`config.mk`:
```
export PLATFORM = sky130hd
export DESIGN_NAME = vend_ctrl_multi
export DESIGN_NICKNAME = d
export VERILOG_FILES = /design/src/rtl/vend_ctrl_multi_pkg.sv /design/src/rtl/vend_change_disp.sv /design/src/rtl/vend_ctrl_multi.sv
export SDC_FILE = /design/constraint.sdc
export NUM_CORES = 1
export LEC_CHECK = 0
export CORE_MARGIN = 1
export CORE_UTILIZATION = 55
export CTS_BUF_LIST = sky130_fd_sc_hd__clkbuf_4 sky130_fd_sc_hd__clkbuf_8
export DETAILED_ROUTE_END_ITERATION = 12
export PLACE_DENSITY = 0.76
export SKIP_CTS_REPAIR_TIMING = 1
export SYNTH_ARGS = -nofsm -noshare
export SYNTH_HDL_FRONTEND = slang
export SYNTH_SLANG_ARGS = --single-unit
```
`constraint.sdc`:
```
create_clock -name clk -period 7.41 [get_ports clk]
set_input_delay 0.741 -clock clk [delete_from_list [all_inputs] [get_ports clk]]
set_output_delay 0.741 -clock clk [all_outputs]
set_load 0.02 [all_outputs]
```
`src/rtl/vend_ctrl_multi_pkg.sv`:
```
// vend_pkg: shared encodings for the multi-item vending controller.
//   Coin acceptor encodings, change-hopper encodings, controller state enum
//   and the coin value lookup.
package vend_pkg;

   localparam logic [1:0] COIN_NONE = 2'b00;
   localparam logic [1:0] COIN_5    = 2'b01;
   localparam logic [1:0] COIN_10   = 2'b10;
   localparam logic [1:0] COIN_20   = 2'b11;

   localparam logic [1:0] CHG_NONE  = 2'b00;
   localparam logic [1:0] CHG_5     = 2'b01;
   localparam logic [1:0] CHG_10    = 2'b10;

   typedef enum logic [1:0] {
      IDLE   = 2'd0,
      CREDIT = 2'd1,
      VEND   = 2'd2,
      CHANGE = 2'd3
   } state_e;

   // Face value in rs; invalid encoding is worth nothing.
   function automatic logic [4:0] coin_value(input logic [1:0] t);
      case (t)
         COIN_5:  return 5'd5;
         COIN_10: return 5'd10;
         COIN_20: return 5'd20;
         default: return 5'd0;
      endcase
   endfunction

endpackage

```
`src/rtl/vend_change_disp.sv`:
```
// vend_change_disp: greedy change dispenser with valid/ready hopper handshake.
//   i_load/i_amount : latch an amount to pay out (multiple of 5)
//   chg_valid/coin  : registered coin offer, held stable until chg_ready
//   o_accept        : coin taken this cycle (chg_valid & chg_ready)
//   o_acc_val       : value of the coin being offered/taken
//   o_done          : the accepted coin is the last one
module vend_change_disp
   import vend_pkg::*;
#(
   parameter int CREDIT_W = 8
)(
   input  logic                clk,
   input  logic                rst,
   input  logic                i_load,
   input  logic [CREDIT_W-1:0] i_amount,
   input  logic                chg_ready,
   output logic                chg_valid,
   output logic [1:0]          chg_coin,
   output logic                o_accept,
   output logic [CREDIT_W-1:0] o_acc_val,
   output logic                o_done
);

   logic [CREDIT_W-1:0] r_rem;
   logic                r_valid;
   logic [1:0]          r_coin;
   logic [CREDIT_W-1:0] w_rem_nxt;

   function automatic logic [1:0] greedy(input logic [CREDIT_W-1:0] amt);
      if (amt >= CREDIT_W'(10))  return CHG_10;
      else if (amt != '0)        return CHG_5;
      else                       return CHG_NONE;
   endfunction

   assign o_accept  = r_valid & chg_ready;
   assign o_acc_val = (r_coin == CHG_10) ? CREDIT_W'(10) : CREDIT_W'(5);
   assign w_rem_nxt = r_rem - o_acc_val;
   assign o_done    = o_accept && (w_rem_nxt == '0);
   assign chg_valid = r_valid;
   assign chg_coin  = r_coin;

   // Offer is recomputed only on load or accept, so it stays frozen while
   // the hopper stalls.
   always_ff @(posedge clk) begin
      if (rst) begin
         r_rem   <= '0;
         r_valid <= 1'b0;
         r_coin  <= CHG_NONE;
      end else if (i_load) begin
         r_rem   <= i_amount;
         r_valid <= (i_amount != '0);
         r_coin  <= greedy(i_amount);
      end else if (o_accept) begin
         r_rem   <= w_rem_nxt;
         r_valid <= (w_rem_nxt != '0);
         r_coin  <= greedy(w_rem_nxt);
      end
   end

endmodule

```
`src/rtl/vend_ctrl_multi.sv`:
```
// vend_ctrl_multi: multi-item vending controller.
//   coin_valid/coin_type : coin acceptor input; coin_reject returns a coin
//   sel_valid/sel_item   : product selection; vend_valid/vend_item dispense
//   err_funds/soldout    : selection refused pulses
//   cancel               : full refund through the change dispenser
//   restock              : reload all stock counters
//   chg_valid/coin/ready : change hopper handshake
//   credit, busy         : registered status
// PRICES default gives item0=25, item1=20, item2=15, item3=10.
module vend_ctrl_multi
   import vend_pkg::*;
#(
   parameter int NUM_ITEMS  = 4,
   parameter int CREDIT_W   = 8,
   parameter int CREDIT_MAX = 100,
   parameter logic [NUM_ITEMS*CREDIT_W-1:0] PRICES = {8'd10, 8'd15, 8'd20, 8'd25},
   parameter int STOCK_W    = 4,
   parameter int STOCK_INIT = 3,
   localparam int SEL_W     = (NUM_ITEMS > 1) ? $clog2(NUM_ITEMS) : 1
)(
   input  logic                clk,
   input  logic                rst,
   input  logic                coin_valid,
   input  logic [1:0]          coin_type,
   input  logic                sel_valid,
   input  logic [SEL_W-1:0]    sel_item,
   input  logic                cancel,
   input  logic                restock,
   output logic                coin_reject,
   output logic                vend_valid,
   output logic [SEL_W-1:0]    vend_item,
   output logic                err_funds,
   output logic                err_soldout,
   output logic                chg_valid,
   output logic [1:0]          chg_coin,
   input  logic                chg_ready,
   output logic [CREDIT_W-1:0] credit,
   output logic                busy
);

   state_e                            r_state;
   logic [CREDIT_W-1:0]               r_credit;
   logic [NUM_ITEMS-1:0][STOCK_W-1:0] r_stock;
   logic                              r_coin_reject, r_vend_valid, r_err_funds;
   logic                              r_err_soldout, r_busy;
   logic [SEL_W-1:0]                  r_vend_item;

   logic                w_ready_st, w_sel_ok, w_in_stock, w_afford, w_vend;
   logic                w_coin_ok, w_load, w_accept, w_done;
   logic [CREDIT_W-1:0] w_price, w_cred_sel, w_cred_new, w_coin_val, w_acc_val;
   logic [CREDIT_W:0]   w_coin_sum;

   always_comb begin
      w_ready_st = (r_state == IDLE) || (r_state == CREDIT);
      w_sel_ok   = int'(sel_item) < NUM_ITEMS;
      w_price    = w_sel_ok ? PRICES[sel_item*CREDIT_W +: CREDIT_W] : '0;
      w_in_stock = w_sel_ok && (r_stock[sel_item] != '0);
      w_afford   = r_credit >= w_price;
      w_vend     = w_ready_st && !cancel && sel_valid && w_in_stock && w_afford;
      // The coin limit is judged against credit after any purchase this cycle.
      w_cred_sel = w_vend ? (r_credit - w_price) : r_credit;
      w_coin_val = CREDIT_W'(coin_value(coin_type));
      w_coin_sum = {1'b0, w_cred_sel} + {1'b0, w_coin_val};
      w_coin_ok  = coin_valid && (coin_type != COIN_NONE) &&
                   (w_coin_sum <= (CREDIT_W+1)'(CREDIT_MAX));
      w_cred_new = w_coin_ok ? w_coin_sum[CREDIT_W-1:0] : w_cred_sel;
      // Dispenser is loaded on the cycle before CHANGE is entered.
      w_load     = (r_credit != '0) &&
                   ((w_ready_st && cancel) || (r_state == VEND));
   end

   vend_change_disp #(.CREDIT_W(CREDIT_W)) u_chg (
      .clk       (clk),
      .rst       (rst),
      .i_load    (w_load),
      .i_amount  (r_credit),
      .chg_ready (chg_ready),
      .chg_valid (chg_valid),
      .chg_coin  (chg_coin),
      .o_accept  (w_accept),
      .o_acc_val (w_acc_val),
      .o_done    (w_done)
   );

   always_ff @(posedge clk) begin
      if (rst) begin
         r_state       <= IDLE;
         r_credit      <= '0;
         r_coin_reject <= 1'b0;
         r_vend_valid  <= 1'b0;
         r_vend_item   <= '0;
         r_err_funds   <= 1'b0;
         r_err_soldout <= 1'b0;
         r_busy        <= 1'b0;
         for (int i = 0; i < NUM_ITEMS; i++) r_stock[i] <= STOCK_W'(STOCK_INIT);
      end else begin
         // Only an accepted coin in IDLE/CREDIT without cancel is kept.
         r_coin_reject <= coin_valid && !(w_ready_st && !cancel && w_coin_ok);
         r_vend_valid  <= w_vend;
         r_vend_item   <= w_vend ? sel_item : '0;
         r_err_soldout <= w_ready_st && !cancel && sel_valid && !w_in_stock;
         r_err_funds   <= w_ready_st && !cancel && sel_valid && w_in_stock && !w_afford;

         case (r_state)
            IDLE, CREDIT: begin
               if (cancel) begin
                  r_state <= (r_credit != '0) ? CHANGE : IDLE;
                  r_busy  <= (r_credit != '0);
               end else begin
                  r_credit <= w_cred_new;
                  r_busy   <= w_vend;
                  if (w_vend)                r_state <= VEND;
                  else if (w_cred_new != '0) r_state <= CREDIT;
                  else                       r_state <= IDLE;
               end
            end
            VEND: begin
               r_state <= (r_credit != '0) ? CHANGE : IDLE;
               r_busy  <= (r_credit != '0);
            end
            CHANGE: begin
               if (w_accept) r_credit <= r_credit - w_acc_val;
               if (w_done) begin
                  r_state <= IDLE;
                  r_busy  <= 1'b0;
               end
            end
            default: r_state <= IDLE;
         endcase

         // Restock loses to the decrement of the item sold this cycle.
         for (int i = 0; i < NUM_ITEMS; i++) begin
            if (w_vend && int'(sel_item) == i)
               r_stock[i] <= restock ? STOCK_W'(STOCK_INIT - 1) : r_stock[i] - STOCK_W'(1);
            else if (restock)
               r_stock[i] <= STOCK_W'(STOCK_INIT);
         end
      end
   end

   assign coin_reject = r_coin_reject;
   assign vend_valid  = r_vend_valid;
   assign vend_item   = r_vend_item;
   assign err_funds   = r_err_funds;
   assign err_soldout = r_err_soldout;
   assign credit      = r_credit;
   assign busy        = r_busy;

endmodule

```
==> results of run 1 <==
==> state kept, by name (all words and copies together), names as in the netlist <==
name             cells
coin_reject          1
credit               8
err_funds            1
err_soldout          1
r_state              2
r_stock             16
u_chg.chg_coin       2
u_chg.chg_valid      1
u_chg.r_rem          8
vend_item            2
vend_valid           1
==> through the flow <==
step | cells | cell area [sq um] | hold slack, ps | utilization (%)
floorplan | 418 | 3381 | 458.1 | -
global placement | 509 | 3706 | 464.5 | 62.60
detailed placement | 509 | 3706 | 481.1 | 62.60
CTS | 517 | 3799 | 494.8 | 64.16
global route | 517 | 3799 | 523.8 | 64.16
finish | 517 | 3799 | 495.2 | 64.16
==> power groups by stage <==
stage               sequential [mW]  clock [mW]  combinational [mW]
global route                  0.332       0.171               0.770
CTS                           0.325       0.162               0.695
global placement              0.329           0               0.684
detailed placement            0.330           0               0.690
finish                        0.326       0.160               0.705
floorplan                     0.340           0               0.508
==> cell type report <==
class / instances / area (sq um) / area share, %
well taps: 75 / 93.84 / 2.470
flip-flops and latches: 43 / 860.8 / 22.66
multi-input cells: 338 / 2366 / 62.29
clock buffers: 5 / 68.82 / 1.812
clock inverters: 3 / 23.77 / 0.6258
inverters: 22 / 82.58 / 2.174
repair buffers: 31 / 302.8 / 7.971
==> worst register-to-register path, cell delays in order (launching register included) <==
cell	delay, ps
dfxtp_1	340
inv_1	200
ha_1	220
inv_1	50
fa_1	430
a211oi_1	260
nor2_2	120
nor4_4	600
nor2_1	280
mux2i_1	210
ha_1	250
fa_1	410
a21o_1	190
a21oi_1	210
xnor2_1	160
nor3_1	410
o211ai_1	130
o2111ai_1	280
and2_2	310
mux2_2	340
a21oi_1	140
==> metal layers <==
| metal | wire (um) | track usage [%] | share of wire, % | vias to the layer above |
|---|---|---|---|---|
| met3 | 536 | 2.841 | 6.3 | 18 |
| met5 | 0 | 0 | 0 | - |
| met2 | 3644 | 40.42 | 43 | 119 |
| met4 | 231 | 11.07 | 2.7 | 0 |
| li1 | - | - | - | 1553 |
| met1 | 4086 | 38.87 | 48 | 1504 |
==> cells in the mapped netlist (8+ instances only) <==
master / n / area, sq um
nor4_1: 9 / 56.30
nand3_1: 12 / 60.06
o21ai_0: 21 / 105.1
inv_1: 22 / 82.58
nand2_1: 41 / 153.9
nor2b_1: 8 / 50.05
a21oi_1: 22 / 110.1
xnor2_1: 15 / 131.4
nor2_1: 46 / 172.7
a211oi_1: 8 / 60.06
a31oi_1: 9 / 56.30
nor3_1: 8 / 40.04
or3_1: 10 / 62.56
dfxtp_1: 43 / 860.8
ha_1: 26 / 325.3
xor2_1: 8 / 70.07
clkbuf_1: 11 / 41.29
==> path summary, 6_finish.rpt <==
check | to | slack [ps] | cells past startpoint
max | credit[3]$_SDFFE_PP0P_ | 840 | 23
min | u_chg.chg_valid$_SDFFE_PP0P_ | 500 | 2
max reg2reg | credit[3]$_SDFFE_PP0P_ | 1810 | 20
min reg2reg | u_chg.chg_valid$_SDFFE_PP0P_ | 500 | 2
==> logic make-up after synthesis <==
kind of cell               synth area share (%)
and+or+nand+nor                           28.20
muxes                                     3.553
DFF                                       25.46
buffers and inverters                     4.552
AOI/OAI and AO/OA                         20.28
adders and majority gates                 11.99
xor gates and xnor gates                  5.959
==> results.sh, run 1 <==
export IMPL_die_h_um=80.40
export IMPL_io_buffers=28
export IMPL_drc=0
export IMPL_grt_usage_pct=26.96
export IMPL_crit_buf_inv=3
export IMPL_critical_path_class="in -> reg"
export IMPL_vias=3194
export IMPL_routed_via_density=6.178
export IMPL_cp_required_ps=7640
export IMPL_p_comb_share_pct=59.2
export IMPL_root_buffer="clkbuf_8"
export IMPL_grt_setup_unrepaired="no"
export IMPL_critPathCaptureType="flop"
export IMPL_nFillCells=530
export IMPL_critPathTopFamily="simple AND/OR/NAND/NOR gates"
export IMPL_period_share_pct=88.68
export IMPL_grt_pass1_wl_um=13370
export IMPL_path_clk_slew_ps=90
export IMPL_p_leak_nw=1.572
export IMPL_initial_core_util_pct=57.10
export IMPL_nets=482
export IMPL_final_setup_skew_ps=7.553
export IMPL_status="completed"
export IMPL_maxSlewHeadroom_pct=55.38
export IMPL_drt_wl_total_um=8499
export IMPL_mostFrequentLayoutCell="nor2_1"
export IMPL_syn_cell_area_sq_um=3381
export IMPL_synth_flop_cell="dfxtp_1"
export IMPL_synth_seq_cells=43
export IMPL_dp_hpwl_um=6429
export IMPL_crit_path_start_kind="primary input"
export IMPL_crit_chain="clkdlybuf4s50_1 -> inv_1 -> ha_1 -> or2_2 -> ha_1 -> inv_1 -> fa_1 -> a211oi_1 -> nor2_2 -> nor4_4 -> nor2_1 -> mux2i_1 -> ha_1 -> fa_1 -> a21o_1 -> a21oi_1 -> xnor2_1 -> nor3_1 -> o211ai_1 -> o2111ai_1 -> and2_2 -> mux2_2 -> a21oi_1"
export IMPL_die_area_sq_um=6464
export IMPL_intPower_uw=638.4
export IMPL_p_sw_share_pct=46.36
export IMPL_grt_max_degree=22
export IMPL_max_cap_violations=0
export IMPL_startpoint="sel_item[0]"
export IMPL_critical_path_max_stage_delay_ps=600
export IMPL_yosys_cell_types_count=68
export IMPL_cts_tree="built"
export IMPL_core_area_sq_um=5921
export IMPL_vdd_drop_max_uv=173.5
export IMPL_cts_buffers=5
export IMPL_dp_slack_ps=617.9
export IMPL_synth_edf_count=0
export IMPL_timing_rr_start="credit[0]$_SDFFE_PP0P_"
export IMPL_cp_arrival_ps=6800
export IMPL_ios=29
export IMPL_layout_common_cells="nor2_1 (46), dfxtp_1 (43), nand2_1 (41), clkdlybuf4s50_1 (28), ha_1 (26)"
export IMPL_p_seq_share_pct=27.4
export IMPL_gp_congestion=1.038
export IMPL_drive_gt1_share_pct=9.276
export IMPL_grt_pass1_vias=2751
export IMPL_power_total_mw=1.190
export IMPL_crit_slowest_cell="nor4_4"
export IMPL_drt_first_pass_iters=5
export IMPL_drt_iter0_drc=199
export IMPL_cts_max_path_buffers=2
export IMPL_setup_viol=0
export IMPL_worst_hold_path_type="reg -> reg"
export IMPL_critPathMostFrequentCell="ha_1"
export IMPL_diodes=0
export IMPL_power_density_nw_per_um2=313.4
export IMPL_setup_tns_final_ps=0
export IMPL_ys_seq_area_share_pct=25.46
export IMPL_htreeDepth=2
export IMPL_die_w_um=80.40
export IMPL_final_setup_worst_slack_ps=839.1
export IMPL_net_switching_power_uw=551.9
export IMPL_ant_nets=0
export IMPL_power_frac_clock_pct=13.4
export IMPL_final_max_slew_viol_count=0
export IMPL_syn_nets=459
export IMPL_critical_path_max_fanout=10
export IMPL_clock_latency_ps=310
export IMPL_synth_avg_cell_area_sq_um=8.088
export IMPL_wl_per_cell_um=16.44
export IMPL_worst_pin_slew_ps=669.2
export IMPL_fmax_mhz=152.2
export IMPL_hold_viol_final=0
export IMPL_overflow=0
export IMPL_final_min_clock_period_ps=6571
export IMPL_cts_sinks=43
export IMPL_min_from="u_chg.chg_valid$_SDFFE_PP0P_"
export IMPL_syn_inst=418
export IMPL_area_growth_pct=12.36
export IMPL_synthArstFlopShare_pct=0
export IMPL_antenna_found_initial=0
export IMPL_std_cell_rows=28
export IMPL_synth_warnings=0
Power figures use the tool's default switching activity.
==> inputs of run 2 (changes only) <==
--- a/config.mk
+++ b/config.mk
@@ -5,11 +5,12 @@
 export SDC_FILE = /design/constraint.sdc
 export NUM_CORES = 1
 export LEC_CHECK = 0
+export ABC_CLOCK_PERIOD_IN_PS = 5450
 export CORE_MARGIN = 1
 export CORE_UTILIZATION = 55
 export CTS_BUF_LIST = sky130_fd_sc_hd__clkbuf_4 sky130_fd_sc_hd__clkbuf_8
 export DETAILED_ROUTE_END_ITERATION = 12
-export PLACE_DENSITY = 0.76
+export PLACE_DENSITY = 0.79
 export SKIP_CTS_REPAIR_TIMING = 1
 export SYNTH_ARGS = -nofsm -noshare
 export SYNTH_HDL_FRONTEND = slang
==> constraint.sdc (replaced) <==
create_clock -name clk -period 5.45 [get_ports clk]
set_input_delay 0.545 -clock clk [delete_from_list [all_inputs] [get_ports clk]]
set_output_delay 0.545 -clock clk [all_outputs]
set_load 0.02 [all_outputs]
==> run 2 against run 1 <==
Clock power increased by 31%. Die area unchanged. Combinational power increased by 52%. Clock skew increased by 2.3 ps. Power increased by 45%. Sequential power increased by 36%. Clock-buffer cell count increased by 1. Critical path type unchanged. Highest routed layer unchanged.
==> results.sh, run 2 (synthesis gave the netlist of run 1 again) <==
export IMPL_grt_usage_pct=29.02
export IMPL_io_buffers=28
export IMPL_htreeDepth=2
export IMPL_initial_core_util_pct=57.10
export IMPL_root_buffer="clkbuf_8"
export IMPL_std_cell_rows=28
export IMPL_largest_register="r_stock"
export IMPL_die_h_um=80.40
export IMPL_wl_per_cell_um=16.46
export IMPL_period_share_pct=96.01
export IMPL_max_cap_violations=0
export IMPL_critical_path_class="in -> reg"
export IMPL_worst_hold_path_type="reg -> reg"
export IMPL_final_min_clock_period_ps=5233
export IMPL_vias=3421
export IMPL_final_setup_skew_ps=9.845
export IMPL_cts_max_path_buffers=2
export IMPL_drc=0
export IMPL_p_seq_share_pct=25.7
export IMPL_cp_endpoint="credit[0]$_SDFFE_PP0P_"
export IMPL_cp_required_ps=5680
export IMPL_drive_gt1_share_pct=17.19
export IMPL_diodes=0
export IMPL_crit_path_start_kind="primary input"
export IMPL_core_area_sq_um=5921
export IMPL_gp_congestion=0.9886
export IMPL_intPower_uw=946.9
export IMPL_power_frac_clock_pct=12.1
export IMPL_startpoint="sel_item[0]"
export IMPL_multi_input_area_sq_um=2400
export IMPL_worst_pin_slew_ps=1018
export IMPL_grt_pass1_vias=3156
export IMPL_r2r_slack_ps=700
export IMPL_ios=29
export IMPL_antenna_found_initial=0
export IMPL_setup_viol=0
export IMPL_worst_r2r_path_depth=19
export IMPL_routed_via_density=6.197
export IMPL_drt_iter0_drc=219
export IMPL_die_area_sq_um=6464
export IMPL_p_comb_share_pct=62.2
export IMPL_layout_common_cells="nor2_1 (45), dfxtp_1 (43), nand2_1 (41), buf_4 (38), clkdlybuf4s50_1 (28)"
export IMPL_nFillCells=485
export IMPL_p_sw_share_pct=45.17
export IMPL_nets=517
export IMPL_maxSlewHeadroom_pct=31.92
export IMPL_vdd_drop_max_uv=257.8
export IMPL_ant_nets=0
export IMPL_timing_rr_start="credit[0]$_SDFFE_PP0P_"
export IMPL_seqCellArea_sq_um=860.8
export IMPL_dp_hpwl_um=6885
export IMPL_power_total_mw=1.727
export IMPL_die_w_um=80.40
export IMPL_finalHoldWorstSlack_ps=493.2
export IMPL_cts_sinks=43
export IMPL_drt_first_pass_iters=7
export IMPL_overflow=0
export IMPL_fmax_mhz=191.1
export IMPL_critical_path_max_fanout=5
export IMPL_status="completed"
export IMPL_mostFrequentLayoutCell="nor2_1"
export IMPL_final_max_slew_viol_count=0
export IMPL_largest_register_ffs=16
export IMPL_net_switching_power_uw=780.2
export IMPL_grt_pass1_wl_um=14640
export IMPL_cp_arrival_ps=5460
export IMPL_path_clk_slew_ps=90
export IMPL_grt_max_degree=26
export IMPL_hold_viol_final=0
export IMPL_drt_wl_total_um=9087
export IMPL_cts_buffers=5
export IMPL_critPathCaptureType="flop"
export IMPL_cts_tree="built"
export IMPL_p_leak_nw=1.756
export IMPL_clock_latency_ps=300
export IMPL_power_density_nw_per_um2=422.1
export IMPL_r2r_end="credit[0]$_SDFFE_PP0P_"
export IMPL_area_growth_pct=21.02
[run 2: layout make-up]
class / count / area share, %
Inverter: 22 / 2.018
Clock inverter: 2 / 0.3058
Timing Repair Buffer: 66 / 13.82
Tap cell: 75 / 2.294
Clock buffer: 6 / 1.865
Sequential cell: 43 / 21.04
Multi-Input combinational cell: 338 / 58.65
[run 2: per-layer routing]
layer	part of all wire, %	track usage, %
met2	48	48.81
met1	43	37.14
met4	2.3	10.89
met5	0	0
met3	6.3	4.318
[run 2: per-stage QoR]
| stage | std cells | util (%) | TNS [ps] | setup slack (ps) | instance area [sq um] |
|---|---|---|---|---|---|
| global route | 552 | 69.10 | -7.044 | -6.295 | 4091 |
| global placement | 544 | 67.03 | -147.1 | -49.58 | 3969 |
| floorplan | 418 | - | 0 | 57.57 | 3381 |
| detailed placement | 544 | 67.03 | -1529 | -233.1 | 3969 |
| CTS | 552 | 68.53 | 0 | 81.36 | 4058 |
| finish | 552 | 69.10 | 0 | 217.3 | 4091 |
[run 2: power by group through the flow]
| stage | clock network [mW] | logic, mW | registers (mW) |
|---|---|---|---|
| 4_1_cts | 0.211 | 1.04 | 0.441 |
| 5_1_grt | 0.222 | 1.18 | 0.452 |
| 2_1_floorplan | 0 | 0.691 | 0.462 |
| 6_report | 0.209 | 1.07 | 0.444 |
| 3_3_place_gp | 0 | 0.999 | 0.445 |
| 3_5_place_dp | 0 | 1.03 | 0.449 |
[run 2: how the worst min path moves through the flow]
stage                     cells past startpoint                            to                    startpoint  slack, ps
after CTS                                     2  u_chg.chg_valid$_SDFFE_PP0P_  u_chg.chg_valid$_SDFFE_PP0P_        490
after global routing                          2      r_stock[11]$_SDFFE_PP0P_      r_stock[11]$_SDFFE_PP0P_        520
after detailed placement                      2  u_chg.chg_valid$_SDFFE_PP0P_  u_chg.chg_valid$_SDFFE_PP0P_        480
final                                         2  u_chg.chg_valid$_SDFFE_PP0P_  u_chg.chg_valid$_SDFFE_PP0P_        490
after floorplan                               2      r_stock[11]$_SDFFE_PP0P_      r_stock[11]$_SDFFE_PP0P_        460
after global placement                        2  u_chg.chg_valid$_SDFFE_PP0P_  u_chg.chg_valid$_SDFFE_PP0P_        460
[run 2: critical path, cell delays in order]
cell	delay (ps)
clkdlybuf4s50_1	420
inv_1	110
ha_1	180
or2_2	120
ha_1	160
inv_1	60
fa_1	390
a211oi_2	220
nor2_2	90
nor4_4	330
nor2_4	100
mux2i_1	160
ha_1	230
fa_1	390
a21o_1	200
a21oi_2	170
nor2b_1	90
or4_4	450
or4b_4	570
nand3_1	100
o21ai_0	140
o31ai_2	220
==> inputs of run 3 (changes only) <==
--- a/config.mk
+++ b/config.mk
@@ -14,4 +14,5 @@
 export SKIP_CTS_REPAIR_TIMING = 1
 export SYNTH_ARGS = -nofsm -noshare
 export SYNTH_HDL_FRONTEND = slang
+export SYNTH_HIERARCHICAL = 1
 export SYNTH_SLANG_ARGS = --single-unit
==> run 3 against run 2 <==
Cell count grew 5.8%. Die area grew 6.4%. Largest cell class unchanged. Hold slack gained 15 ps. Clock skew shrank 6.0 ps. Sequential power is essentially flat. Sequential cell count is the same. Clock-buffer cell count is the same. Area after synthesis grew 6.6%.
==> results.sh, run 3 <==
export IMPL_status="completed"
export IMPL_layout_common_cells="nor2_1 (43), dfxtp_1 (43), inv_1 (36), buf_4 (34), nand2_1 (31)"
export IMPL_yosysTopAreaCellShare_pct=23.90
export IMPL_power_density_nw_per_um2=423.1
export IMPL_cts_max_path_buffers=2
export IMPL_timing_rr_start="credit[0]$_SDFFE_PP0P_"
export IMPL_p_leak_nw=1.884
export IMPL_vias=3540
export IMPL_synth_warnings=6
export IMPL_yosys_cell_types_count=75
export IMPL_wl_per_cell_um=16.26
export IMPL_gp_congestion=0.8814
export IMPL_die_w_um=82.93
export IMPL_hold_depth=2
export IMPL_hold_path_end="r_stock[13]$_SDFFE_PP1P_"
export IMPL_syn_cell_area_sq_um=3602
export IMPL_r2r_end="r_state[0]$_SDFFE_PP0P_"
export IMPL_r2r_slack_ps=670
export IMPL_grt_pass1_vias=3451
export IMPL_critical_path_class="in -> reg"
export IMPL_critPathMostFrequentCell="ha_1"
export IMPL_critical_path_max_stage_delay_ps=450
export IMPL_synth_top_cells_by_area="dfxtp_1 (24%), ha_1 (11%), xnor2_1 (4.6%)"
export IMPL_die_area_sq_um=6877
export IMPL_dp_slack_ps=-89.90
export IMPL_synth_largest_area_cell="dfxtp_1"
export IMPL_crit_path_start_kind="primary input"
export IMPL_die_h_um=82.93
export IMPL_worst_pin_slew_ps=1298
export IMPL_core_area_sq_um=6350
export IMPL_antenna_found_initial=0
export IMPL_vdd_drop_max_uv=273.6
export IMPL_ios=29
export IMPL_startpoint="sel_item[1]"
export IMPL_htreeDepth=2
export IMPL_io_buffers=28
export IMPL_largest_register_ffs=16
export IMPL_final_max_slew_viol_count=0
export IMPL_grt_max_degree=32
export IMPL_cts_tree="built"
export IMPL_min_from="r_stock[13]$_SDFFE_PP1P_"
export IMPL_drt_first_pass_iters=7
export IMPL_root_buffer="clkbuf_8"
export IMPL_drive_gt1_share_pct=12.82
export IMPL_cts_buffers=5
export IMPL_cts_sinks=43
export IMPL_worst_r2r_path_depth=23
export IMPL_ant_nets=0
export IMPL_routed_via_density=6.062
export IMPL_initial_core_util_pct=56.73
export IMPL_synth_edf_count=0
export IMPL_finalHoldWorstSlack_ps=508.5
export IMPL_crit_slowest_cell="clkdlybuf4s50_1"
export IMPL_synthArstFlopShare_pct=0
export IMPL_final_setup_worst_slack_ps=204.1
export IMPL_synth_seq_cells=43
export IMPL_critical_path_max_fanout=12
export IMPL_largest_register="r_stock"
export IMPL_overflow=0
export IMPL_maxSlewHeadroom_pct=13.02
export IMPL_final_setup_skew_ps=3.856
export IMPL_nets=552
export IMPL_drt_iter0_drc=227
export IMPL_syn_inst=455
export IMPL_period_share_pct=96.26
export IMPL_path_clk_slew_ps=80
export IMPL_grt_pass1_wl_um=15600
export IMPL_ys_seq_area_share_pct=23.90
export IMPL_drc=0
export IMPL_drt_wl_total_um=9493
export IMPL_area_growth_pct=18.72
export IMPL_diodes=0
export IMPL_synth_flop_cell="dfxtp_1"
export IMPL_max_cap_violations=0
export IMPL_critPathCaptureType="flop"
export IMPL_grt_usage_pct=27.35
export IMPL_clock_latency_ps=300
export IMPL_cp_required_ps=5620
export IMPL_hold_viol_final=0
export IMPL_worst_hold_path_type="reg -> reg"
export IMPL_std_cell_rows=29
export IMPL_setup_viol=0
export IMPL_final_min_clock_period_ps=5246
export IMPL_fmax_mhz=190.6
export IMPL_synth_avg_cell_area_sq_um=7.917
export IMPL_cp_arrival_ps=5420
export IMPL_dp_hpwl_um=6926
export IMPL_ys_top_cells_by_count="dfxtp_1 (43), nor2_1 (43), inv_1 (37)"
-- run 3: kinds of logic (layout without fill, tap and decap cells) --
logic type / after synthesis / in the layout / synth area share [%]
AND/OR/NAND/NOR: 163 / 163 / 23.62
AO/OA/AOI/OAI: 119 / 119 / 23.06
buffers and inverters: 58 / 107 / 7.155
flip-flops: 43 / 43 / 23.90
adder cells (fa/ha/maj): 35 / 35 / 12.99
XOR/XNOR: 31 / 31 / 7.746
multiplexers: 5 / 5 / 1.424
other: 1 / 4 / 0.1041
-- run 3: critical path, delay by kind of cell --
kind            cells  cell delay (ps)
compound gates     10             1780
fa+ha+maj           4              970
buf+inv             5              930
simple gates        7             1180
-- run 3: layout make-up --
cell class / count / area, sq um
clock buffer: 6 / 82.58
tap: 77 / 96.34
sequential: 43 / 860.8
clock inverter: 2 / 35.03
timing repair buffer: 62 / 535.5
multi-input combinational: 357 / 2527
fill: 577 / 2073
inverter: 37 / 138.9
-- run 3: worst max path at each step --
stage                                          to  slack (ps)
after floorplan            credit[1]$_SDFFE_PP0P_         220
after global placement     credit[0]$_SDFFE_PP0P_          30
after detailed placement   credit[0]$_SDFFE_PP0P_         -90
after CTS                  credit[1]$_SDFFE_PP0P_         180
after global routing      r_state[0]$_SDFFE_PP0P_        -120
final                     r_state[0]$_SDFFE_PP0P_         200
-- run 3: power by group --
group	switching, mW	internal (mW)	leakage (nW)
clock	0.117	0.149	0.0612
combinational	0.612	0.489	1.47
sequential	0.0768	0.365	0.351
total	0.807	1.00	1.88
-- run 3: metal layers --
metal / share of wire (%) / global-route usage [%] / vias to the layer above
li1: - / - / 1713
met1: 44 / 34.52 / 1650
met2: 48 / 47.69 / 146
met3: 5.1 / 3.082 / 31
met4: 2.2 / 10.50 / 0
met5: 0 / 0 / -
-- run 3: stage by stage --
stage | util, % | cells | area [sq um] | power (mW) | TNS [ps]
after floorplan | - | 458 | 3613 | 1.195 | 0
after global placement | 65.06 | 576 | 4131 | 1.475 | 0
after detailed placement | 65.06 | 576 | 4131 | 1.502 | -227.0
after CTS | 66.92 | 584 | 4249 | 1.779 | 0
after global routing | 67.35 | 584 | 4277 | 1.939 | -312.8
final | 67.35 | 584 | 4277 | 1.809 | 0
